<file path="src/rtl/muldiv_ctrl.sv">
// ---------------------------------------------------------------------------
// muldiv_ctrl
//
// HI/LO multiply-divide unit for the pipelined MIPS core. Accepts
// MULT/MULTU/DIV/DIVU/MTHI/MTLO (and optionally MADD/MADDU) requests from EX
// and sequences a radix-2 shift-add multiplier or a restoring divider, one
// bit per cycle. Owns the HI/LO registers and raises busy while an iterative
// operation is in flight so the hazard unit can stall dependent instructions.
//
// Timing of an iterative op: accepted at edge E0, XLEN iteration edges
// E1..E32, sign-fix and HI/LO write at E33. done (and div_zero) pulse for one
// cycle after E33, the same cycle busy drops.
//
// Configuration macro:
//   MULDIV_MADD_EN  when defined, op 110 (MADD) and 111 (MADDU) multiply and
//                   accumulate into {hi,lo}. When undefined those ops are
//                   ignored and no accumulate adder exists.
//
// Parameters:
//   XLEN      operand width, also the iteration count and HI/LO width (>= 2)
//
// Ports:
//   clk       system clock, rising edge
//   reset     synchronous active-high reset, highest priority
//   start     request valid, sampled at rising edge
//   op        000 MULT, 001 MULTU, 010 DIV, 011 DIVU, 100 MTHI, 101 MTLO,
//             110 MADD, 111 MADDU
//   rs        operand A / dividend / MTHI-MTLO data
//   rt        operand B / divisor
//   cancel    exception flush, aborts an in-flight operation
//   busy      high while an iterative operation is in flight
//   done      one-cycle pulse when an iterative op writes HI/LO
//   div_zero  one-cycle pulse with done when the divisor was zero
//   hi, lo    HI and LO registers
// ---------------------------------------------------------------------------
module muldiv_ctrl #(
    parameter int unsigned XLEN = 32
) (
    input  logic            clk,
    input  logic            reset,
    input  logic            start,
    input  logic [2:0]      op,
    input  logic [XLEN-1:0] rs,
    input  logic [XLEN-1:0] rt,
    input  logic            cancel,
    output logic            busy,
    output logic            done,
    output logic            div_zero,
    output logic [XLEN-1:0] hi,
    output logic [XLEN-1:0] lo
);

    localparam int unsigned CntW = $clog2(XLEN + 1);

    localparam logic [2:0] OpMult  = 3'b000;
    localparam logic [2:0] OpMultu = 3'b001;
    localparam logic [2:0] OpDiv   = 3'b010;
    localparam logic [2:0] OpDivu  = 3'b011;
    localparam logic [2:0] OpMthi  = 3'b100;
    localparam logic [2:0] OpMtlo  = 3'b101;
`ifdef MULDIV_MADD_EN
    localparam logic [2:0] OpMadd  = 3'b110;
    localparam logic [2:0] OpMaddu = 3'b111;
`endif

    typedef enum logic [1:0] {
        StIdle,
        StMul,
        StDiv,
        StFix
    } state_t;

    state_t              state_q;
    logic [CntW-1:0]     cnt_q;
    logic [XLEN-1:0]     mag_a_q;     // multiplicand magnitude (MUL only)
    logic [XLEN-1:0]     mag_b_q;     // divisor magnitude (DIV only)
    logic                neg_res_q;   // product / quotient sign
    logic                neg_rem_q;   // remainder sign follows the dividend
    logic                is_div_q;
`ifdef MULDIV_MADD_EN
    logic                is_madd_q;
`endif
    // MUL: {partial product, remaining multiplier bits}
    // DIV: {partial remainder, remaining dividend bits / quotient bits}
    logic [2*XLEN-1:0]   acc_q;

    // ------------------------------------------------------------------
    // Request decode
    // ------------------------------------------------------------------
    logic            is_mul_op;
    logic            is_div_op;
    logic            is_madd_op;
    logic            is_iter_op;
    logic            op_signed;
    logic            sign_a;
    logic            sign_b;
    logic [XLEN-1:0] mag_a;
    logic [XLEN-1:0] mag_b;

    always_comb begin
        is_mul_op  = (op == OpMult) || (op == OpMultu);
        is_div_op  = (op == OpDiv) || (op == OpDivu);
        is_madd_op = 1'b0;
`ifdef MULDIV_MADD_EN
        is_madd_op = (op == OpMadd) || (op == OpMaddu);
`endif
    end

    assign is_iter_op = is_mul_op || is_div_op || is_madd_op;

    // Signed variants (MULT, DIV, MADD) all have op[0] clear.
    assign op_signed = ~op[0];
    assign sign_a    = op_signed & rs[XLEN-1];
    assign sign_b    = op_signed & rt[XLEN-1];

    // The most negative value negates to itself and is then read as unsigned.
    assign mag_a = sign_a ? (~rs + 1'b1) : rs;
    assign mag_b = sign_b ? (~rt + 1'b1) : rt;

    // ------------------------------------------------------------------
    // Multiply step: add multiplicand if multiplier LSB set, shift right.
    // ------------------------------------------------------------------
    logic [XLEN:0]     mul_sum;
    logic [2*XLEN-1:0] mul_next;

    assign mul_sum  = {1'b0, acc_q[2*XLEN-1:XLEN]} +
                      (acc_q[0] ? {1'b0, mag_a_q} : {(XLEN+1){1'b0}});
    assign mul_next = {mul_sum, acc_q[XLEN-1:1]};

    // ------------------------------------------------------------------
    // Divide step: shift remainder left, trial-subtract, restore on borrow.
    // ------------------------------------------------------------------
    logic [XLEN:0]     rem_sh;
    logic [XLEN:0]     trial;
    logic [2*XLEN-1:0] div_next;

    assign rem_sh   = acc_q[2*XLEN-1:XLEN-1];
    assign trial    = rem_sh - {1'b0, mag_b_q};
    assign div_next = trial[XLEN] ? {rem_sh[XLEN-1:0], acc_q[XLEN-2:0], 1'b0}
                                  : {trial[XLEN-1:0],  acc_q[XLEN-2:0], 1'b1};

    // ------------------------------------------------------------------
    // Sign correction
    // ------------------------------------------------------------------
    logic [2*XLEN-1:0] prod_fix;
    logic [XLEN-1:0]   quot_fix;
    logic [XLEN-1:0]   rem_fix;
    logic              div_by_zero;

    assign prod_fix    = neg_res_q ? (~acc_q + 1'b1) : acc_q;
    assign quot_fix    = neg_res_q ? (~acc_q[XLEN-1:0] + 1'b1) : acc_q[XLEN-1:0];
    // With a zero divisor the remainder is the dividend magnitude, so
    // re-applying its sign yields the raw rs value.
    assign rem_fix     = neg_rem_q ? (~acc_q[2*XLEN-1:XLEN] + 1'b1)
                                   : acc_q[2*XLEN-1:XLEN];
    assign div_by_zero = (mag_b_q == '0);

`ifdef MULDIV_MADD_EN
    logic [2*XLEN-1:0] madd_sum;
    assign madd_sum = {hi, lo} + prod_fix;
`endif

    // ------------------------------------------------------------------
    // Control FSM with registered outputs
    // ------------------------------------------------------------------
    always_ff @(posedge clk) begin
        if (reset) begin
            state_q   <= StIdle;
            cnt_q     <= '0;
            mag_a_q   <= '0;
            mag_b_q   <= '0;
            neg_res_q <= 1'b0;
            neg_rem_q <= 1'b0;
            is_div_q  <= 1'b0;
`ifdef MULDIV_MADD_EN
            is_madd_q <= 1'b0;
`endif
            acc_q     <= '0;
            busy      <= 1'b0;
            done      <= 1'b0;
            div_zero  <= 1'b0;
            hi        <= '0;
            lo        <= '0;
        end else begin
            done     <= 1'b0;
            div_zero <= 1'b0;

            unique case (state_q)
                StIdle: begin
                    // cancel in the same cycle drops the request.
                    if (start && !cancel) begin
                        if (is_iter_op) begin
                            cnt_q     <= '0;
                            busy      <= 1'b1;
                            neg_res_q <= sign_a ^ sign_b;
                            neg_rem_q <= sign_a;
                            is_div_q  <= is_div_op;
`ifdef MULDIV_MADD_EN
                            is_madd_q <= is_madd_op;
`endif
                            if (is_div_op) begin
                                state_q <= StDiv;
                                mag_a_q <= mag_a;
                                mag_b_q <= mag_b;
                                acc_q   <= {{XLEN{1'b0}}, mag_a};
                            end else begin
                                state_q <= StMul;
                                mag_a_q <= mag_a;
                                mag_b_q <= mag_b;
                                acc_q   <= {{XLEN{1'b0}}, mag_b};
                            end
                        end else if (op == OpMthi) begin
                            hi <= rs;
                        end else if (op == OpMtlo) begin
                            lo <= rs;
                        end
                    end
                end

                StMul, StDiv: begin
                    if (cancel) begin
                        state_q <= StIdle;
                        busy    <= 1'b0;
                    end else begin
                        acc_q <= (state_q == StMul) ? mul_next : div_next;
                        cnt_q <= cnt_q + 1'b1;
                        if (cnt_q == CntW'(XLEN - 1)) begin
                            state_q <= StFix;
                        end
                    end
                end

                StFix: begin
                    state_q <= StIdle;
                    busy    <= 1'b0;
                    if (!cancel) begin
                        done <= 1'b1;
                        if (is_div_q) begin
                            hi       <= rem_fix;
                            lo       <= div_by_zero ? {XLEN{1'b1}} : quot_fix;
                            div_zero <= div_by_zero;
`ifdef MULDIV_MADD_EN
                        end else if (is_madd_q) begin
                            {hi, lo} <= madd_sum;
`endif
                        end else begin
                            {hi, lo} <= prod_fix;
                        end
                    end
                end

                default: begin
                    state_q <= StIdle;
                    busy    <= 1'b0;
                end
            endcase
        end
    end

endmodule

</file>
<file path="config.mk">
export PLATFORM = sky130hd
export DESIGN_NAME = muldiv_ctrl
export DESIGN_NICKNAME = d
export VERILOG_FILES = /design/src/rtl/muldiv_ctrl.sv
export SDC_FILE = /design/constraint.sdc
export NUM_CORES = 1
export LEC_CHECK = 0
export CORE_MARGIN = 8
export CORE_UTILIZATION = 60
export CTS_CLUSTER_SIZE = 24
export DETAILED_ROUTE_END_ITERATION = 6
export PLACE_DENSITY_LB_ADDON = 0.05
export SLEW_MARGIN = 20
export SYNTH_ARGS = -nofsm -noshare
export SYNTH_HDL_FRONTEND = slang
export SYNTH_SLANG_ARGS = --single-unit
</file>
<file path="constraint.sdc">
create_clock -name clk -period 4.05 [get_ports clk]
set_clock_uncertainty 0.1 [all_clocks]
set_input_delay 0.6075 -clock clk [delete_from_list [all_inputs] [get_ports clk]]
set_output_delay 0.6075 -clock clk [all_outputs]
set_load 0.01 [all_outputs]
</file>
==> run summary, run 1 <==
CTS buffer count: 23
Hold WC Path Type: reg2reg
Fin crit period: 3747 ps
Cell Chain, Critical Path: nor4_1 > nand2_1 > or4_4 > or4_1 > o31ai_1 > xor2_1 > a2111oi_0 > a31o_1
Max Freq: 0.2669 GHz
Sw Share: 0.3788
Chip Height: 178.7 µm
Post-CTS Setup Inserts: 0
First-pass GRT wire length: 92090 µm
CTS sink count: 206
Tcrit/Tclk final: 0.9251
DR vias/cell: 6.840
Max Cap Violations: 0
Vias in the first global route: 15910
Max Fanout on Critical Path: 11
Seq pwr share: 0.342
Commonest non-fill, non-tap cell in the layout: dfxtp_1
Post-synthesis cell area: 15880 µm²
Drt first pass iters: 7
FF+latch count, synth: 206
Top cells by area, synth: dfxtp_1 (26%), a21oi_1 (6.4%), xnor2_1 (5.7%)
Switching power: 2598 µW
Cell at the slowest stage of the critical path: nor4_1
Gpl congestion: 1.051
Die Area: 31940 µm²
CTS Root Cell: clkbuf_16
Area grow syn2layout: 15.60%
Outcome: complete, but fails checks
EDFF count, synth: 0
Area leader, netlist: dfxtp_1
Post-synthesis sequential area ratio: 0.2596
Syn_area_per_cell: 7.607 µm²
Most frequent cells in the layout: dfxtp_1 (206), nor2_1 (203), a21oi_1 (203)
Final hold slack: 350.1 ps
H-tree depth reported by CTS: 1
Largest net degree at the start of global routing: 92
Top FF cell, synth: dfxtp_1
RSZ-0062 raised after global routing: no
Worst path max stage delay: 670 ps
CP endpoint kind: register
Die Span X: 178.7 µm
Cell-internal power: 4261 µW
Data arrival time of the critical path: 4120 ps
# rows: 59
CP Launch Type: register
Failing checks: DRC
Fill cells: 2149
Crit. Startpoint: acc_q[34]
Number of port buffers: 137
Total Routing Usage GR: 0.3701
Cts repair resizes: 0
Slew at the pin with the worst max-slew slack: 1057 ps
CORE AREA: 26060 µm²
Synth warn: 0
Final hold vios: 0
Req. time, crit path: 4420 ps
Drt wl/cell: 24.33 µm
Clk_lat worst skew: 530 ps
Hold Buf Count CTS: 0
Share of layout cells above drive strength 1: 0.07237
Final setup viols: 0
Mapped Nets: 2233
VDD IR max: 0.0005052 V
Iteration-0 DRC Markers: 2578
Top cell type's share of synthesized area: 0.2596
Initial antenna violation count: 1
Combinational Power Share: 0.363
Synth async-reset ratio: 0
# diodes: 0
Grt ovf: 0
Share of total power in the clock network: 0.295
Dpl hpwl: 47880 µm
Detailed Route WL: 61590 µm
Hold_sp: lo[14]
Initial cell density of the core: 0.6095
Reg-to-reg startpoint: acc_q[34]
Slew margin rel.: 0.2930
CTS tree: built
Ports: 138
Critical path type: reg2reg
Routed vias: 17320
Synth cell types: 88
PD cells: 373.5 nW/µm²
Leak: 0.007048 µW
Setup TNS: 0 ps
Max-slew violation count: 0
Clock-pin slew on the worst setup and hold paths: 70 ps
Syn Inst Count: 2088
Nets: 2329
DRC: 6
Routed Antenna Nets: 0
Clk buf depth: 3
cells in the mapped netlist (30+ instances only):
cell / number
inv_1: 73
nand3_1: 31
dfxtp_1: 206
xnor2_1: 103
nor2_1: 204
clkbuf_1: 112
mux2i_1: 42
ha_1: 72
nor3_1: 51
a21oi_1: 203
o221ai_1: 30
xor2_1: 68
a211oi_1: 90
and2_1: 45
o21ai_0: 128
nand2_1: 173
kinds of logic after synthesis:
group / after synthesis / share of synthesized area
fa+ha+maj: 74 / 0.05924
mux: 60 / 0.03923
buf+inv: 211 / 0.05585
flops: 206 / 0.2596
simple gates: 681 / 0.2095
compound gates: 685 / 0.2823
xor+xnor: 171 / 0.09429
critical path: cells and delay by family, from the launching register on:
kind             cells  cell delay [ps]
AO/OA/AOI/OAI        3              980
AND/OR/NAND/NOR      4             2030
flip-flops           1              480
XOR/XNOR             1              100
power groups by stage:
stage,clock network [µW],logic [µW],registers (µW)
6_report,2030,2490,2340
5_1_grt,2090,2660,2360
4_1_cts,2010,2410,2330
3_5_place_dp,0,2400,2380
3_3_place_gp,0,2350,2370
2_1_floorplan,0,1660,2320
per-stage QoR:
stage | util | total power (µW) | std cells | setup slack [ps] | instance area, µm²
CTS | 0.7046 | 6759 | 2532 | 364.0 | 18360
detailed placement | 0.6775 | 4772 | 2494 | 371.6 | 17660
global route | 0.7046 | 7105 | 2532 | 87.88 | 18360
floorplan | - | 3984 | 2088 | 695.0 | 15880
finish | 0.7046 | 6859 | 2532 | 303.3 | 18360
global placement | 0.6775 | 4721 | 2494 | 441.5 | 17660
flip-flops by register name (all words and copies together), names as in the netlist:
| register | count |
|---|---|
| is_div_q | 1 |
| done | 1 |
| cnt_q | 6 |
| neg_res_q | 1 |
| hi | 32 |
| mag_b_q | 32 |
| busy | 1 |
| div_zero | 1 |
| acc_q | 64 |
| neg_rem_q | 1 |
| lo | 32 |
| mag_a_q | 32 |
| state_q | 2 |
layout make-up:
class / instances / area, µm² / area share
Multi-Input combinational cell: 1671 / 10900 / 0.5939
Sequential cell: 206 / 4124 / 0.2246
Timing Repair Buffer: 209 / 1934 / 0.1053
Clock buffer: 32 / 669.4 / 0.03646
Tap cell: 335 / 419.2 / 0.02283
Inverter: 73 / 274.0 / 0.01492
Clock inverter: 6 / 36.28 / 0.001976
final timing paths:
kind / endpoint / slack, ps / depth (start not counted)
worst max-delay path: hi[26] / 300 / 8
worst min-delay path: lo[14] / 350 / 2
worst min register to register: lo[14] / 350 / 2
worst max register to register: hi[26] / 300 / 8
per-layer routing:
layer | track usage | routed length (µm) | part of all wire
met1 | 0.4726 | 24180 | 0.39
met2 | 0.5778 | 27290 | 0.44
met3 | 0.07224 | 6136 | 0.10
met4 | 0.2077 | 3972 | 0.064
met5 | 0 | 13 | 0.00021
Power figures use the tool's default switching activity.
==> run 2, diff against run 1 <==
--- a/config.mk
+++ b/config.mk
@@ -9,2 +9,3 @@
 export CORE_UTILIZATION = 60
+export CTS_BUF_LIST = sky130_fd_sc_hd__clkbuf_16
 export CTS_CLUSTER_SIZE = 24
==> constraint.sdc (replaced) <==
create_clock -name clk -period 4.05 [get_ports clk]
set_clock_uncertainty 0.1 [all_clocks]
set_input_delay 0.81 -clock clk [delete_from_list [all_inputs] [get_ports clk]]
set_output_delay 0.81 -clock clk [all_outputs]
set_load 0.01 [all_outputs]
==> run 2 against run 1 <==
  * The run now ends clean
  * Count of clock-buffer cells in the layout shrank 9
  * Fmax grew 0.42%
  * Register-to-register slack gained 20 ps
  * Via count shrank 1.3%
  * Sequential share of layout area shrank 0.25 points
  * Power grew 1.3%
  * Critical path depth grew 2
  * Sequential cell count is the same
==> run summary, run 2 (same netlist as run 1, synthesis figures left out) <==
Leak: 0.007175 µW (+1.8%)
FF+latch area: 4124 µm² (unchanged)
Nets: 2352 (+0.99%)
Slew margin rel.: 0.3985 (+0.1054)
Commonest non-fill, non-tap cell in the layout: dfxtp_1
Grt ovf: 0 (unchanged)
Delay-heaviest family, CP: compound AO/OA/AOI/OAI gates
Hold WC Path Type: reg2reg
Max Freq: 0.2680 GHz (+0.42%)
Final hold slack: 350.7 ps (+0.5900 ps)
Max-slew violation count: 0 (unchanged)
Data arrival time of the critical path: 4030 ps (-90 ps)
Post-DP Area: 17830 µm² (+0.98%)
Drt wl/cell: 23.60 µm (-3.0%)
Initial cell density of the core: 0.6095 (unchanged)
Clk buf depth: 3 (unchanged)
H-tree depth reported by CTS: 1 (unchanged)
Ports: 138 (unchanged)
Drt first pass iters: 6 (-1)
Reg-to-reg startpoint: acc_q[36]
Cell at the slowest stage of the critical path: dfxtp_1
DR vias/cell: 6.685 (-2.3%)
Die Span X: 178.7 µm (unchanged)
Area grow syn2layout: 16.91%
Share of layout cells above drive strength 1: 0.08101 (+0.008637)
Routed vias: 17090 (-1.3%)
Most frequent cells in the layout: dfxtp_1 (206), nor2_1 (203), a21oi_1 (203)
CTS sink count: 206 (unchanged)
Die Area: 31940 µm² (unchanged)
Routed Antenna Nets: 0 (unchanged)
Bufs and invs on worst path: 0 (unchanged)
CP endpoint kind: register
Iteration-0 DRC Markers: 2046 (-21%)
Worst-case hold path end point: lo[9]
# diodes: 0 (unchanged)
Fill cells: 2189 (+1.9%)
Final worst slack: 319.2 ps (+15.85 ps)
Setup TNS: 0 ps (unchanged)
Initial antenna violation count: 0 (-1)
Hold Buf Count CTS: 0 (unchanged)
Area of the multi-input gates: 10910 µm² (about the same)
Dpl hpwl: 47710 µm (-0.36%)
Clk_lat worst skew: 520 ps (about the same)
VDD IR max: 0.0004285 V (-15%)
Final core utilization: 0.7126 (+0.008019)
CTS buffer count: 23 (unchanged)
Chip Height: 178.7 µm (unchanged)
Tcrit/Tclk final: 0.9212 (-0.003913)
DRC: 0 (-6)
Worst path max stage delay: 570 ps (-100 ps)
Gpl congestion: 1.018 (-3.2%)
Hold_sp: lo[9]
Critical path type: reg2reg
CTS Root Cell: clkbuf_16
Cell Chain, Critical Path: ha_1 > a21o_1 > or3_1 > o21ai_0 > a211oi_2 > or2_1 > a32o_1 > a222oi_1 > o221ai_1 > a221o_1
Max FFs per register: 64 (unchanged)
Total Routing Usage GR: 0.3641 (-0.006031)
Outcome: finished clean
CORE AREA: 26060 µm² (unchanged)
Fin crit period: 3731 ps (-15.85 ps)
RSZ-0062 raised after global routing: no
Max Fanout on Critical Path: 8 (-3)
Fin area: 18570 µm² (+1.1%)
R2R Setup Slk: 320 ps (+20 ps)
# rows: 59 (unchanged)
Number of port buffers: 137 (unchanged)
R2r worst-path depth: 10 (+2)
Largest net degree at the start of global routing: 92 (unchanged)
Max Cap Violations: 0 (unchanged)
PD cells: 374.2 nW/µm² (+0.18%)
CP Launch Type: register
WHS Path Cells: 2 (unchanged)
Final hold vios: 0 (unchanged)
Reg-to-reg critical path endpoint: acc_q[44]
Dpl ws: 288.8 ps (-82.75 ps)
Vias in the first global route: 16060 (+0.95%)
Slew at the pin with the worst max-slew slack: 899.0 ps (-157.6 ps)
Req. time, crit path: 4350 ps (-70 ps)
First-pass GRT wire length: 90590 µm (-1.6%)
Final setup viols: 0 (unchanged)
Detailed Route WL: 60350 µm (-2.0%)
Top reg by flops: acc_q
CTS tree: built
Clock-pin slew on the worst setup and hold paths: 60 ps (about the same)
run 2: changes by cell type in the layout (fill, tap and decap cells not counted), sizes merged:
cell,delta
buf,+23
clkbuf,-9
clkinv,+5
bufinv,+3
inv,+2
clkinvlp,+1
run 2: repair_timing:
action | in CTS | in global routing
hold endpoints to repair | 0 | 0
endpoints found under the setup margin | 0 | 1
resized for setup | 0 | 1
buffers inserted | 0 | 0
run 2: final cells by class:
class | count | share of cell area
Inverter | 73 | 0.01476
Clock inverter | 17 | 0.008692
Multi-Input combinational cell | 1671 | 0.5875
Tap cell | 335 | 0.02257
Timing Repair Buffer | 232 | 0.1135
Clock buffer | 23 | 0.03099
Sequential cell | 206 | 0.2221
run 2: worst register-to-register path: stages, from the launching register on:
cell	delay, ps
dfxtp_1	570
ha_1	360
a21o_1	210
or3_1	340
o21ai_0	440
a211oi_2	180
or2_1	310
a32o_1	280
a222oi_1	310
o221ai_1	180
a221o_1	340
run 2: through the flow:
step	cells	power [µW]
2_1_floorplan	2088	3984
5_1_grt	2557	7218
4_1_cts	2557	6875
3_3_place_gp	2517	4751
3_5_place_dp	2517	4797
6_report	2557	6949
run 2: how the worst max path moves through the flow:
stage,to,from,cells after the start
global route,acc_q[44],mag_b_q[19],11
floorplan,acc_q[39],acc_q[31],12
CTS,acc_q[44],acc_q[32],11
finish,acc_q[44],acc_q[36],10
global placement,acc_q[25],rt[3],9
detailed placement,acc_q[25],rt[3],9
run 2: report_power, final:
group          leakage [µW]  total (µW)  internal, µW  switching, µW
logic               0.00514        2500           977           1530
registers           0.00167        2340          2170            177
clock network      0.000364        2100          1220            878
run 2: layer usage:
metal / GRT usage / vias up / routed length [µm]
met5: 0 / - / 0
met4: 0.2305 / 0 / 4445
met3: 0.06276 / 268 / 5415
met2: 0.5694 / 918 / 26660
met1: 0.4594 / 8004 / 23830
li1: - / 7903 / -
